`config.mk`:
```
export PLATFORM = sky130hd
export DESIGN_NAME = and_reduce_pipe
export DESIGN_NICKNAME = d
export VERILOG_FILES = /design/src/rtl/and_reduce_pipe_pkg.sv /design/src/rtl/and_reduce_pipe_stage.sv /design/src/rtl/and_reduce_pipe.sv
export SDC_FILE = /design/constraint.sdc
export NUM_CORES = 1
export LEC_CHECK = 0
export ABC_AREA = 1
export CORE_MARGIN = 5
export CORE_UTILIZATION = 32
export DETAILED_ROUTE_END_ITERATION = 10
export GPL_ROUTABILITY_DRIVEN = 0
export PLACE_DENSITY = 0.8
export SETUP_SLACK_MARGIN = 0.4
export SLEW_MARGIN = 20
export SYNTH_ARGS = -nofsm -noshare
export SYNTH_HDL_FRONTEND = slang
export SYNTH_SLANG_ARGS = --single-unit
```
`constraint.sdc`:
```
create_clock -name clk -period 1.25 [get_ports clk]
set_input_delay 0.25 -clock clk [delete_from_list [all_inputs] [get_ports clk]]
set_output_delay 0.25 -clock clk [all_outputs]
set_load 0.05 [all_outputs]
```
`src/rtl/and_reduce_pipe_pkg.sv`:
```
// Shared constants and elaboration-time helpers for the pipelined AND-reduction tree.
package and_pkg;

  localparam int unsigned FANIN_MIN = 2;
  localparam int unsigned FANIN_MAX = 5;
  localparam int unsigned WIDTH_MIN = 2;
  localparam int unsigned WIDTH_MAX = 256;

  function automatic int unsigned clog2(input int unsigned n);
    int unsigned r;
    int unsigned v;
    r = 0;
    v = 1;
    while (v < n) begin
      v = v * 2;
      r++;
    end
    return r;
  endfunction

  // Number of tree nodes feeding level k (k=0 is the raw word).
  function automatic int unsigned level_count(input int unsigned w, input int unsigned f,
                                              input int unsigned k);
    int unsigned n;
    n = w;
    for (int unsigned i = 0; i < k; i++) n = (n + f - 1) / f;
    return n;
  endfunction

  function automatic int unsigned stages_count(input int unsigned w, input int unsigned f);
    int unsigned s;
    int unsigned n;
    s = 0;
    n = w;
    while (n > 1) begin
      n = (n + f - 1) / f;
      s++;
    end
    if (s == 0) s = 1;
    return s;
  endfunction

  function automatic int unsigned padded_width(input int unsigned w, input int unsigned f);
    int unsigned p;
    p = 1;
    for (int unsigned i = 0; i < stages_count(w, f); i++) p = p * f;
    return p;
  endfunction

endpackage

```
`src/rtl/and_reduce_pipe_stage.sv`:
```
// One elastic tree level: registered FANIN-way AND per group, valid bit, load/take control.
// Optional lowest-zero index carry under AND_REDUCE_PIPE_ZIDX_EN.
module and_reduce_stage
  import and_pkg::*;
#(
  parameter int unsigned IN_N  = 32,
  parameter int unsigned FANIN = 4
`ifdef AND_REDUCE_PIPE_ZIDX_EN
  ,
  parameter int unsigned IDXW  = 5
`endif
) (
  input  logic                                  clk,
  input  logic                                  rst_n,
  input  logic                                  in_valid,
  output logic                                  in_ready,
  input  logic [IN_N-1:0]                       in_bits,
  output logic                                  out_valid,
  input  logic                                  out_take,
  output logic [(IN_N+FANIN-1)/FANIN-1:0]       out_bits
`ifdef AND_REDUCE_PIPE_ZIDX_EN
  ,
  input  logic [IN_N*IDXW-1:0]                  in_idx,
  output logic [((IN_N+FANIN-1)/FANIN)*IDXW-1:0] out_idx
`endif
);

  localparam int unsigned OUT_N = (IN_N + FANIN - 1) / FANIN;

  logic [OUT_N*FANIN-1:0] pad_bits;
  logic [OUT_N-1:0]       and_d;
  logic [OUT_N-1:0]       bits_d, bits_q;
  logic                   valid_d, valid_q;
  logic                   load;

`ifdef AND_REDUCE_PIPE_ZIDX_EN
  logic [OUT_N*FANIN*IDXW-1:0] pad_idx;
  logic [OUT_N*IDXW-1:0]       idx_and;
  logic [OUT_N*IDXW-1:0]       idx_d, idx_q;
`endif

  assign load     = !valid_q || out_take;
  assign in_ready = load;

  // Missing children of the last group are padded with 1s so they never win.
  always_comb begin
    pad_bits = '1;
    pad_bits[IN_N-1:0] = in_bits;
    and_d = '1;
`ifdef AND_REDUCE_PIPE_ZIDX_EN
    pad_idx = '0;
    pad_idx[IN_N*IDXW-1:0] = in_idx;
    idx_and = '0;
`endif
    for (int unsigned g = 0; g < OUT_N; g++) begin
      for (int unsigned c = 0; c < FANIN; c++) begin
`ifdef AND_REDUCE_PIPE_ZIDX_EN
        if (and_d[g] && !pad_bits[g*FANIN+c])
          idx_and[g*IDXW +: IDXW] = pad_idx[(g*FANIN+c)*IDXW +: IDXW];
`endif
        and_d[g] = and_d[g] & pad_bits[g*FANIN+c];
      end
    end
  end

  always_comb begin
    valid_d = valid_q;
    bits_d  = bits_q;
`ifdef AND_REDUCE_PIPE_ZIDX_EN
    idx_d   = idx_q;
`endif
    if (load) begin
      valid_d = in_valid;
      if (in_valid) begin
        bits_d = and_d;
`ifdef AND_REDUCE_PIPE_ZIDX_EN
        idx_d  = idx_and;
`endif
      end
    end
  end

  always_ff @(posedge clk or negedge rst_n) begin
    if (!rst_n) begin
      valid_q <= 1'b0;
      bits_q  <= '0;
`ifdef AND_REDUCE_PIPE_ZIDX_EN
      idx_q   <= '0;
`endif
    end else begin
      valid_q <= valid_d;
      bits_q  <= bits_d;
`ifdef AND_REDUCE_PIPE_ZIDX_EN
      idx_q   <= idx_d;
`endif
    end
  end

  assign out_valid = valid_q;
  assign out_bits  = bits_q;
`ifdef AND_REDUCE_PIPE_ZIDX_EN
  assign out_idx   = idx_q;
`endif

endmodule

```
`src/rtl/and_reduce_pipe.sv`:
```
// Pipelined masked AND-reduction tree with valid/ready back-pressure.
// Define AND_REDUCE_PIPE_ZIDX_EN to add out_zidx (lowest participating zero bit).
module and_reduce_pipe
  import and_pkg::*;
#(
  parameter int unsigned WIDTH = 32,
  parameter int unsigned FANIN = 4
) (
  input  logic             clk,
  input  logic             rst_n,
  input  logic             in_valid,
  output logic             in_ready,
  input  logic [WIDTH-1:0] in_data,
  input  logic [WIDTH-1:0] in_mask,
  output logic             out_valid,
  input  logic             out_ready,
  output logic             out_result
`ifdef AND_REDUCE_PIPE_ZIDX_EN
  ,
  output logic [clog2(WIDTH)-1:0] out_zidx
`endif
);

  localparam int unsigned STAGES = stages_count(WIDTH, FANIN);

  logic [WIDTH-1:0] lvl_bits [STAGES+1];
  logic [STAGES:0]  lvl_vld;
  logic [STAGES:0]  lvl_rdy;

  assign lvl_bits[0]     = in_data | ~in_mask;
  assign lvl_vld[0]      = in_valid;
  assign in_ready        = lvl_rdy[0];
  assign lvl_rdy[STAGES] = out_ready;
  assign out_valid       = lvl_vld[STAGES];
  assign out_result      = lvl_bits[STAGES][0];

`ifdef AND_REDUCE_PIPE_ZIDX_EN
  localparam int unsigned IDXW = clog2(WIDTH);

  logic [WIDTH*IDXW-1:0] lvl_idx [STAGES+1];
  logic [WIDTH*IDXW-1:0] leaf_idx;

  always_comb begin
    leaf_idx = '0;
    for (int unsigned i = 0; i < WIDTH; i++) leaf_idx[i*IDXW +: IDXW] = IDXW'(i);
  end

  assign lvl_idx[0] = leaf_idx;
  assign out_zidx   = lvl_idx[STAGES][IDXW-1:0];
`endif

  // Each level occupies the low end of a WIDTH-wide bus; the unused top is tied off.
  for (genvar k = 0; k < STAGES; k++) begin : g_stage
    localparam int unsigned IN_N  = level_count(WIDTH, FANIN, k);
    localparam int unsigned OUT_N = level_count(WIDTH, FANIN, k + 1);

    and_reduce_stage #(
      .IN_N  (IN_N),
      .FANIN (FANIN)
`ifdef AND_REDUCE_PIPE_ZIDX_EN
      ,
      .IDXW  (IDXW)
`endif
    ) u_stage (
      .clk       (clk),
      .rst_n     (rst_n),
      .in_valid  (lvl_vld[k]),
      .in_ready  (lvl_rdy[k]),
      .in_bits   (lvl_bits[k][IN_N-1:0]),
      .out_valid (lvl_vld[k+1]),
      .out_take  (lvl_rdy[k+1]),
      .out_bits  (lvl_bits[k+1][OUT_N-1:0])
`ifdef AND_REDUCE_PIPE_ZIDX_EN
      ,
      .in_idx    (lvl_idx[k][IN_N*IDXW-1:0]),
      .out_idx   (lvl_idx[k+1][OUT_N*IDXW-1:0])
`endif
    );

    if (OUT_N < WIDTH) begin : g_fill
      assign lvl_bits[k+1][WIDTH-1:OUT_N] = '1;
`ifdef AND_REDUCE_PIPE_ZIDX_EN
      assign lvl_idx[k+1][WIDTH*IDXW-1:OUT_N*IDXW] = '0;
`endif
    end
  end

endmodule

```
* After elaboration in Yosys (flattened, before gate mapping) *
Cells that the tools add are included.

cells by class
  reduce and logical (&&, ||, !) cells = 9
  bitwise gates (word level) = 33

operators by type and width
  operator             number
  32-bit inverter      1
  32-bit OR            1
  1-bit bitwise AND    31
  2-bit AND reduction  3
  1-bit logical NOT    3
  1-bit logical OR     3

storage, ports and cells
  register bits after elaboration = 14
  logic and storage cells = 48
  bits of input ports = 68
  output and inout bits = 3

* Depth between registers and ports, before layout *
  depth after elaboration = 5
  mapped depth = 6
  depth with buffers taken out = 6

* Hierarchy *
Synthesis repeated with hierarchy kept, for this count alone.

unflattened totals
  cell total of the unflattened synthesis = 159
  area total of the unflattened synthesis = 923.4 um^2

by module, submodules not included
  module                                 cells each  area each (um^2)  sequential area each (um^2)  times used
  and_reduce_stage (g_stage[0].u_stage)  63          442.9             225.2                        1
  and_reduce_pipe                        64          240.2             0.0                          1
  and_reduce_stage (g_stage[1].u_stage)  21          150.1             75.1                         1
  and_reduce_stage (g_stage[2].u_stage)  11          90.1              50.0                         1

* Worst setup path before layout *
No wires, ideal clock.

  kind = register to register
  start point = reg g_stage[2].u_stage.valid_q
  end point = reg g_stage[0].u_stage.bits_q[0]
  path buffers = 0
  cell stages (with the launch flop) = 6
  data arrival time = 1.400 ns
  library setup time = 0.116 ns
  period minus slack after synthesis = 1.516 ns
  path slack = -0.266 ns
  data required time = 1.134 ns
  cell sequence = dfrtp_1 -> nand4_4 -> nand2_4 -> inv_4 -> nand2_1 -> nand2_1

between the ends
  longest elaborated chain between the ends = 5

ends and longest elaborated chain
  item                                  RTL line                     source
  from (decl)                           and_reduce_pipe_stage.sv:33  logic valid_d, valid_q;
  from (signal assigned)                and_reduce_pipe_stage.sv:91  valid_q <= valid_d;
  1-bit logical NOT                     and_reduce_pipe_stage.sv:42  assign load = !valid_q || out_take;
  1-bit logical OR (3 in series)        and_reduce_pipe_stage.sv:42
  net in_ready                          and_reduce_pipe.sv:12        output logic in_ready,
  2-bit AND reduction (no source line)  --
  to (signal assigned)                  and_reduce_pipe_stage.sv:92  bits_q <= bits_d;
  to (decl)                             and_reduce_pipe_stage.sv:32  logic [OUT_N-1:0] bits_d, bits_q;

The timed path passes the listed nets, and every way through them passes these cells.
A chain may end at the register's enable or synchronous reset.

* Final worst setup path *
  start point = reg g_stage[2].u_stage.valid_q
  end point = out in_ready

between the ends
  longest elaborated chain between the ends = 4

ends and longest elaborated chain
  item                            RTL line
  1-bit logical NOT               and_reduce_pipe_stage.sv:42
  1-bit logical OR (3 in series)  and_reduce_pipe_stage.sv:42
  to (decl)                       and_reduce_pipe.sv:12

No other way between the ends.

==> summary.txt <==
Cells and area
  • Final std cells w/o fill: ~250
  • Layout cells sized above 1: 0.101
  • N_diodes: 0
  • Final instance area: 1730 µm²
  • Area Growth Syn to Fin: 101%
  • Final #Nets: 288

Floorplan
  • Die area: 3840 µm²
  • Site Rows: 18
  • # IOs: 71
  • Die width: a little over 60 µm
  • Starting density of the core: 0.342
  • Die Span Y: between 60 and 70 µm
  • CORE AREA: around 2500 µm²

Critical path
  • FF-to-FF End: g_stage[0].u_stage.out_bits[1]$_DFFE_PN0P_
  • Kind of critical path: reg2out
  • CP Max Fanout: 3
  • Critical Path AT: 1.00 ns
  • R2r worst-path depth: 7
  • Reg2Reg Setup Slack: approximately 0.050 ns
  • CP required: 1.00 ns
  • R2r startpoint: g_stage[2].u_stage.out_valid$_DFFE_PN0P_
  • Worst setup EP type: primary output
  • Critical path launch point type: register

Timing
  • Final hold violation count: 0
  • Tmin final: around 1.3 ns
  • Slew headroom: 0.870
  • Max Fclk: roughly 0.80 GHz
  • RSZ-0062 raised after global routing: yes
  • Clock Skew: around 0.0044 ns
  • Final Slew Violations: 0
  • # setup viols final: 1
  • Period utilisation layout: 1.00
  • Least-Margin Pin Slew: slightly below 0.2 ns
  • Setup WS post-layout: -0.00272 ns

CTS
  • Cts hold-fix bufs: 0
  • CTS clk-pin slew, worst paths: around 0.080 ns
  • CTS tree: done
  • Later-pin clock latency in the skew report: 0.26 ns
  • TritonCTS buffer count: 3
  • Clk buf depth: 2
  • H-Tree Depth: 1
  • Num Clock Sinks: 14
  • CTS Root Cell: clkbuf_4

Synth
  • Syn nets: 206
  • Mapped Area: roughly 860 µm²
  • Library cells used by synthesis: 12
  • Yosys top cell by area: dfrtp_1
  • Post-Synthesis Cells: around 140
  • Top-count cell post-synth: nand2_1
  • Synth Flop Type: dfrtp_1
  • Post-synth EDFFs: 0
  • Seq cells post-synth: 14
  • Mean post-synth cell area: about 6.3 µm²
  • Register area share after synthesis: 0.406
  • Synth top area cells: dfrtp_1 (41%), nand2_1 (29%), inv_1 (14%), o21ai_0 (4.6%), nor2_1 (3.5%)
  • Ys Warns: 0
  • Share of the synthesized area in the top cell type: 0.406
  • Fraction of registers with async set/reset: 1.00
  • Most common library cells after synthesis: nand2_1 (66), inv_1 (32), dfrtp_1 (14)

Run status
  • Status: finished with violations
  • Violated checks: setup timing

Route
  • WL/cell: a little under 10 µm
  • Post-Route WL: approximately 2400 µm
  • Routed Antenna Nets: 0
  • First-pass DRT Iterations: 4
  • Vias: ~1000
  • Remaining DRCs: 0
  • Routed vias/inst: 4.21
  • Initial DRC Count: 23

Hold path
  • Hold crit path type: in2async

GRT
  • Total GRT Usage: 0.130
  • Initial antenna violation count: 0
  • Vias in the first global route: ~1000
  • First-pass GRT wire length: 3810 µm
  • GRT overflow: 0
  • Pin count of the biggest net entering global routing: 15

Pwr
  • Maximum VDD drop: 0.000665 V
  • Pleak: approximately 0.92 nW
  • Total power divided by cell area: roughly 840 nW/µm²

Placement
  • Placed insts: 239
  • IO buf count: 70
  • Final HPWL DP: between 2000 and 2500 µm
  • Post-Place Cell Area: approximately 1600 µm²

Flow run
  • Max Cap Violations: 0
cell usage in the layout, fill, tap and decap left out, types with 2 or more instances in the layout:
cell type | netlist | routed
buf_6 | 0 | 2
clkdlybuf4s50_1 | 0 | 66
o21ai_0 | 8 | 8
nand4_1 | 2 | 2
clkbuf_4 | 0 | 3
inv_1 | 32 | 32
nand2_1 | 66 | 63
nand2_2 | 0 | 3
nor2_1 | 8 | 8
o21ai_1 | 3 | 3
buf_4 | 0 | 5
dfrtp_1 | 14 | 12
buf_12 | 0 | 3
dfrtp_2 | 0 | 2
area by class of cell:
class | instances | area, µm²
repair buffers | 77 | 790
well taps | 30 | 37.5
multi-input cells | 90 | 399
fillers | 219 | 791
clock buffers | 3 | 22.5
inverters | 34 | 130
flip-flops and latches | 14 | 353
metrics by stage:
step | setup slack [ns] | hold slack (ns) | total power, mW | utilization | TNS, ns
floorplan | -0.0516 | -0.0456 | 0.795 | - | -0.413
global placement | -0.0600 | 0.468 | 1.11 | 0.652 | -0.419
detailed placement | -0.112 | 0.473 | 1.13 | 0.652 | -0.827
CTS | 0.00450 | 0.293 | 1.40 | 0.673 | 0
global route | -0.0421 | 0.300 | 1.54 | 0.687 | -0.0521
finish | -0.00272 | 0.291 | 1.45 | 0.687 | -0.00272
worst max-delay path, cell delays in order (launching register included):
cell and delay [ns]:
dfrtp_2 0.43, nand4_4 0.13, buf_12 0.17
sequential cells by signal (all words and copies together) (netlist names):
signal,cells
g_stage.u_stage.out_bits,11
g_stage.u_stage.out_valid,3
per-layer routing:
layer | up-vias | track usage | wire (µm)
met5 | - | 0 | 0
met4 | 0 | 0.0364 | 10
met3 | 2 | 0.0413 | 177
met2 | 32 | 0.265 | 1450
met1 | 451 | 0.120 | 800
li1 | 559 | - | -
worst max-delay path by stage:
| stage | start | end | slack, ns | cells past startpoint |
|---|---|---|---|---|
| CTS | g_stage[2].u_stage.out_valid$_DFFE_PN0P_ | in_ready | 0.004 | 2 |
| finish | g_stage[2].u_stage.out_valid$_DFFE_PN0P_ | in_ready | -0.003 | 2 |
| floorplan | g_stage[2].u_stage.out_valid$_DFFE_PN0P_ | g_stage[0].u_stage.out_bits[0]$_DFFE_PN0P_ | -0.05 | 5 |
| global route | g_stage[2].u_stage.out_valid$_DFFE_PN0P_ | in_ready | -0.04 | 2 |
| global placement | out_ready | in_ready | -0.06 | 4 |
| detailed placement | out_ready | g_stage[0].u_stage.out_bits[1]$_DFFE_PN0P_ | -0.11 | 7 |
where the power goes:
group	internal (mW)	switching, mW	leakage [nW]	total (mW)
logic	0.378	0.245	0.726	0.622
registers	0.522	0.0656	0.176	0.587
clock network	0.111	0.126	0.0138	0.237
repair_timing:
| action | in CTS | in global routing |
|---|---|---|
| setup endpoints to repair | 16 | 17 |
| pin swaps | 1 | 3 |
| cloned | 0 | 0 |
| resized for setup | 2 | 4 |
| buffers inserted | 3 | 3 |
cells by family after synthesis:
group,after synthesis,share of synthesized area
and+or+nand+nor,79,0.380
buffers and inverters,34,0.151
DFF,14,0.406
AOI/OAI and AO/OA,11,0.0638
Note: power is estimated with default switching activity, not from simulation.
